## config.mk

```make
export PLATFORM = sky130hd
export DESIGN_NAME = video_ts_sched
export DESIGN_NICKNAME = d
export VERILOG_FILES = /design/src/rtl/video_ts_sched.sv
export SDC_FILE = /design/constraint.sdc
export NUM_CORES = 1
export LEC_CHECK = 0
export ABC_CLOCK_PERIOD_IN_PS = 7320
export CORE_MARGIN = 2
export CORE_UTILIZATION = 54
export DETAILED_ROUTE_END_ITERATION = 16
export HOLD_SLACK_MARGIN = 0.05
export PLACE_DENSITY = 0.79
export SETUP_SLACK_MARGIN = 0.02
export SLEW_MARGIN = 10
export SYNTH_ARGS = -nofsm -noshare
export SYNTH_HDL_FRONTEND = slang
export SYNTH_SLANG_ARGS = --single-unit
```

## constraint.sdc

```tcl
create_clock -name clk -period 7.32 [get_ports clk]
set_input_delay 0.732 -clock clk [delete_from_list [all_inputs] [get_ports clk]]
set_output_delay 0.732 -clock clk [all_outputs]
set_load 0.1 [all_outputs]
```

## src/rtl/video_ts_sched.sv

```systemverilog
// TS render task scheduler: queues scanner tasks and issues them to the
// TS-line renderer under a per-line DRAM-cycle budget.
module video_ts_sched #(
  parameter int DEPTH = 4
) (
  input  logic       clk,
  input  logic       reset,
  input  logic       line_start,
  input  logic [8:0] budget,
  input  logic       task_we,
  input  logic [8:0] task_x,
  input  logic [2:0] task_xs,
  input  logic       task_flip,
  input  logic [3:0] task_pal,
  input  logic [5:0] task_addr,
  input  logic [8:0] task_line,
  input  logic [7:0] task_page,
  output logic       task_full,
  output logic       ren_reset,
  output logic       ren_go,
  output logic [8:0] ren_x_coord,
  output logic [2:0] ren_x_size,
  output logic       ren_flip,
  output logic [3:0] ren_pal,
  output logic [5:0] ren_addr,
  output logic [8:0] ren_line,
  output logic [7:0] ren_page,
  input  logic       ren_mem_rdy,
  output logic       idle,
  output logic       overflow,
  output logic       starved
);

  localparam int AW = (DEPTH > 1) ? $clog2(DEPTH) : 1;
  localparam logic [AW:0] FULL_CNT = (AW+1)'(DEPTH);

  typedef struct packed {
    logic [8:0] x;
    logic [2:0] xs;
    logic       flip;
    logic [3:0] pal;
    logic [5:0] addr;
    logic [8:0] line;
    logic [7:0] page;
  } task_t;

  task_t          mem [DEPTH];
  task_t          head;
  task_t          wr_data;
  logic [AW-1:0]  rd_ptr;
  logic [AW-1:0]  wr_ptr;
  logic [AW:0]    count;
  logic [8:0]     left;
  logic [8:0]     cost;
  logic           empty;
  logic           full;
  logic           fits;
  logic           pop;
  logic           push;

  assign head = mem[rd_ptr];

  assign wr_data = '{
    x:    task_x,
    xs:   task_xs,
    flip: task_flip,
    pal:  task_pal,
    addr: task_addr,
    line: task_line,
    page: task_page
  };

  // Two DRAM words are fetched per render cycle of the sprite.
  assign cost  = {5'd0, head.xs, 1'b0} + 9'd2;
  assign fits  = left >= cost;
  assign empty = count == '0;
  assign full  = count == FULL_CNT;

  assign ren_go = !line_start && !empty && ren_mem_rdy && fits;
  assign pop    = ren_go;
  assign push   = task_we && !line_start && (!full || pop);

  assign task_full = full;
  assign ren_reset = line_start;
  assign idle      = empty && ren_mem_rdy;

  assign ren_x_coord = head.x;
  assign ren_x_size  = head.xs;
  assign ren_flip    = head.flip;
  assign ren_pal     = head.pal;
  assign ren_addr    = head.addr;
  assign ren_line    = head.line;
  assign ren_page    = head.page;

  always_ff @(posedge clk or posedge reset) begin
    if (reset) begin
      rd_ptr   <= '0;
      wr_ptr   <= '0;
      count    <= '0;
      left     <= '0;
      overflow <= 1'b0;
      starved  <= 1'b0;
    end else if (line_start) begin
      rd_ptr   <= '0;
      wr_ptr   <= '0;
      count    <= '0;
      left     <= budget;
      overflow <= 1'b0;
      starved  <= 1'b0;
    end else begin
      if (push)
        wr_ptr <= wr_ptr + 1'b1;
      if (pop) begin
        rd_ptr <= rd_ptr + 1'b1;
        left   <= left - cost;
      end
      unique case ({push, pop})
        2'b10:   count <= count + 1'b1;
        2'b01:   count <= count - 1'b1;
        default: count <= count;
      endcase
      if (task_we && full && !pop)
        overflow <= 1'b1;
      // Head stalls for the rest of the line once it no longer fits.
      if (!empty && ren_mem_rdy && !fits)
        starved <= 1'b1;
    end
  end

  always_ff @(posedge clk) begin
    if (push)
      mem[wr_ptr] <= wr_data;
  end

endmodule

```

-- Word level (Yosys, flattened, before mapping)
Memories as Yosys holds them, arrays and structs flattened.
Cells that the tools add are included.
W data, S select, Z words.
- register bits: 18
- bits in writable memories: 160
- input bits: 54
- output and inout bits: 46
- memories: 1
- $add $sub $neg: 6
- order comparisons: 1
- eq/ne operators: 3
- muxes and demuxes: 14
- reductions and logical operators: 22
- memories (name ; words ; bits a word ; read ports ; clocked after Yosys merged registers in ; write ports ; RTL line ; RTL):
    mem ; 4 ; 40 ; 1 ; 0 ; 1 ; 47 ; task_t mem [DEPTH];
- operator list (kind ; count):
    $mux W9 ; 2
    $logic_and A1 B1 Y1 ; 10
    $ge A9 B5 Y1 ; 1
    $sub A9 B5 Y9 ; 1
    $mux W2 ; 4
    $reduce_bool A2 Y1 ; 4
    $mux W1 ; 6
    $pmux W3 S2 ; 1
    $add A4 B2 Y5 const B ; 1
    $logic_not A1 Y1 ; 5
    $add A2 B1 Y2 const B ; 2
    $add A3 B1 Y3 const B ; 1
    $eq A3 B3 Y1 const B ; 1
    $logic_not A3 Y1 ; 1
    $mux W3 ; 1
    $reduce_bool A3 Y1 ; 1
    $sub A3 B1 Y3 const B ; 1
    $eq A2 B1 Y1 const B ; 1
    $eq A2 B2 Y1 const B ; 1
    $logic_or A1 B1 Y1 ; 1

-- Longest topological paths before layout
- depth after elaboration: 10
- mapped depth: 17
- depth with buffers taken out: 14

-- Least setup slack after synthesis
OpenSTA, ideal clock, no wires.
- path type: flip-flop to flip-flop
- start point: register rd_ptr[1]
- end point: memory mem[0][0] (netlist name), enable pin
- arrival time: 5.862 ns
- slack: 0.963 ns
- stages on the path, launching flop included: 12
- path buffers: 2
- path through: dfrtp_1 -> clkbuf_1 -> clkbuf_1 -> mux4_2 -> ha_1 -> xnor2_1 -> ha_1 -> and4_1 -> a21oi_1 -> nand2_1 -> a41oi_4 -> nor3b_1
- cells in the longest elaborated chain, start to end: 8
- ends and longest elaborated chain (item ; RTL line ; RTL):
    start, declared ; 50 ; logic [AW-1:0] rd_ptr;
    start signal, assigned ; 114 ; rd_ptr <= rd_ptr + 1'b1;
    $mem_v2 Z4 W40 ; -- ;
    named net ren_x_size[1] ; 22 ; output logic [2:0] ren_x_size,
    $add A4 B2 Y5 ; 74 ; assign cost = {5'd0, head.xs, 1'b0} + 9'd2;
    $ge A9 B5 Y1 ; 75 ; assign fits = left >= cost;
    $logic_and A1 B1 Y1 ; 79 ; assign ren_go = !line_start && !empty && ren_mem_rdy && fits;
    $logic_or A1 B1 Y1 ; 81 ; assign push = task_we && !line_start && (!full || pop);
    $logic_and A1 B1 Y1 ; 81 ;
    $mux W1 ; 131 ; if (push)
    $mux W1 (implied by the code) ; 132 ; mem[wr_ptr] <= wr_data;
    end, declared ; 47 ;
The timed path passes the listed nets, and every way through them passes these cells.

-- Worst setup path in the final report
- start point: register rd_ptr[0]
- end point: output port ren_go
- cells in the longest elaborated chain, start to end: 4
- ends and longest elaborated chain (item ; RTL line ; RTL):
    $mem_v2 Z4 W40 ; -- ;
    $add A4 B2 Y5 ; 74 ;
    $ge A9 B5 Y1 ; 75 ;
    $logic_and A1 B1 Y1 ; 79 ;
    end, declared ; 20 ; output logic ren_go,
Every way passes these cells.

==> impl_metrics.yaml <==
synth:
  post-synth-top-area-cell: "edfxtp_1"
  ys_warn_count: 0
  syn-num-nets: 409
  synthCells: 344
  ys_types: 44
  synth.cell_area_mm2: 0.00703
  yosysSeqAreaShare_pct: 74.8
  synth_edf_count: 160
  synth_area_leaders: "edfxtp_1 (68%), mux4_2 (13%), dfrtp_1 (6.4%)"
  yosysTopAreaCellShare_pct: 68.4
  synth-async-reset-ratio_pct: 10.1
  ys_ff_latch: 178
  avgSynthCellArea_um2: 20.4
  ys.flop_type: "edfxtp_1"
floorplanning:
  die_h_um: 118
  core_mm2: 0.0127
  die-area_mm2: 0.0139
  ios: 100
  floorplan.initialDensity_pct: 55.4
  die_w_um: 118
  row_count: 41
placement:
  place_area_mm2: 0.00822
  hpwl_mm: 7.91
  numPortBuffers: 99
  gp_congestion: 0.827
  dp.cells: 605
sta:
  finalCritPeriodShare_pct: 79.3
  setup_viol: 0
  clock_skew_ns: 0.00754
  rsz0062_at_grt: "false"
  fin_crit_ns: 5.80
  maxSlewHeadroom_pct: 32.0
  setup_tns_ns: 0
  final_max_slew_viol_count: 0
  tightest_slew_ns: 1.02
  finalHoldViolCount: 0
  max_freq_mhz: 172
critical_path:
  cp-endpoint: "ren_go"
  r2r-end: "count[2]"
  cp.buffers_inverters: 3
  crit_start: "rd_ptr[0]"
  crit-reg2reg-launch: "rd_ptr[0]"
  rr_worst_depth: 13
  crit_fanout: 27
  critPathKind: "reg -> out"
  cp_top_family: "buffers and inverters"
  r2r_slack_ns: 2.63
  cp-end-kind: "output port"
  slowest_stage: "clkdlybuf4s50_1"
  worst-path-stages: 9
  max_stage_delay_ns: 0.99
  start_kind: "register"
  crit_top_cell: "a21o_1"
  crit_chain: "buf_4, mux4_2, xnor2_1, ha_1, a21o_1, a211oi_1, a21o_1, inv_6, clkdlybuf4s50_1"
  cp_data_required_time_ns: 6.59
  arrival_ns: 5.07
global_route:
  grt_pass1_vias: 3776
  grt_overflow_total: 0
  grt_start_max_net_pins: 43
  grt_pass1_wl_mm: 20.8
  gr-usage-all-layers_pct: 20.2
  antenna_found_initial: 0
outcome:
  outcome: "finished clean"
layout:
  mostFrequentLayoutCell: "edfxtp_1"
  drive_above_1_share_pct: 18.7
  final_cell_mix: "edfxtp_1 (160), clkdlybuf4s50_1 (99), mux4_2 (40), clkbuf_16 (17), dfrtp_1 (16)"
  post-route-util_pct: 70.0
  diodes: 0
  final_nets: 517
  syn_to_final_growth_pct: 26.3
  fin_area_mm2: 0.00887
  instances_no_fill: 637
cts:
  numCtsBuffers: 17
  cts_tree: "done"
  cts_root_buffer: "clkbuf_16"
  clk_latency_ns: 0.43
  clock_sinks: 178
  clk_pin_slew_ns: 0.06
  cts_buffer_depth: 2
  cts_setup_buffers: 0
  htreeDepth: 4
  cts_hold_buffers: 0
  cts_resized: 0
detailed_routing:
  wire_per_inst_um: 20.6
  ant_nets: 0
  drt-total-wl_mm: 13.1
  drt-initial-drc-count: 350
  via_per_inst: 5.67
  drtPass1Iterations: 4
  drc_errors: 0
  vias: 3611
pwr:
  p_leak_nw: 3.00
  ir_drop_v: 0.000349
  power_mw: 3.03
  power_density_mw_per_mm2: 342
flow_run:
  maxCapViolCount: 0
min_path:
  hold_class: "reg -> reg"
## worst min path at each step
stage / startpoint / endpoint / slack [ns] / cells past startpoint
floorplan: left[3] / left[3] / 0.49 / 1
global placement: starved / starved / 0.48 / 1
detailed placement: starved / starved / 0.48 / 1
CTS: starved / starved / 0.49 / 1
global route: overflow / overflow / 0.52 / 2
finish: starved / starved / 0.49 / 1
## cells in the mapped netlist, types with 2 or more instances
cell      count
xnor2_1       2
o22ai_1       3
nor2_1       10
fa_1          2
o41ai_1       2
a21oi_1       4
a211oi_1      2
edfxtp_1    160
buf_4         2
nand2_1      12
a221o_1       4
clkbuf_1     10
nor3b_1       5
buf_2         4
nor3_1        3
mux4_2       40
dfrtp_1      18
o31a_1        2
or3_1         2
ha_1          9
a21o_1        3
inv_1        13
nand3_1       3
o21ai_0       4
mux2i_1       6
## through the flow
step                setup slack (ns)  hold slack [ns]
finish                          1.52            0.495
global route                    1.18            0.520
CTS                             1.41            0.494
detailed placement              1.89            0.477
global placement                1.97            0.478
floorplan                      0.963            0.485
## metal layers
metal / wire length, µm / track usage [%] / vias up
met1: 5730 / 27.9 / 1866
met5: 0 / 0 / -
li1: - / - / 1624
met2: 6490 / 30.7 / 116
met3: 801 / 7.56 / 5
met4: 92 / 5.05 / 0
## cell type report
| class | instances | area (µm²) |
|---|---|---|
| tap | 172 | 215 |
| sequential | 178 | 5260 |
| clock inverter | 15 | 225 |
| inverter | 14 | 57.6 |
| clock buffer | 17 | 425 |
| timing repair buffer | 106 | 1040 |
| fill | 796 | 3800 |
| multi-input combinational | 135 | 1650 |
## cells by family after synthesis
kind of cell	after synthesis	synth area share (%)
flops	178	74.8
mux	47	13.8
fa+ha+maj	11	2.17
buf+inv	31	2.01
simple gates	40	2.89
compound gates	35	4.04
xor+xnor	2	0.249
## report_power, final
group          total (mW)  internal, mW  switching, mW
sequential           1.21          1.17         0.0419
clock               0.992         0.610          0.381
combinational       0.830         0.257          0.574
## sequential cells by signal, summed over array words and instances (netlist names)
signal,cells
left,9
wr_ptr,2
mem,160
rd_ptr,2
overflow,1
count,3
starved,1
Note: power is estimated with default switching activity, not from simulation.
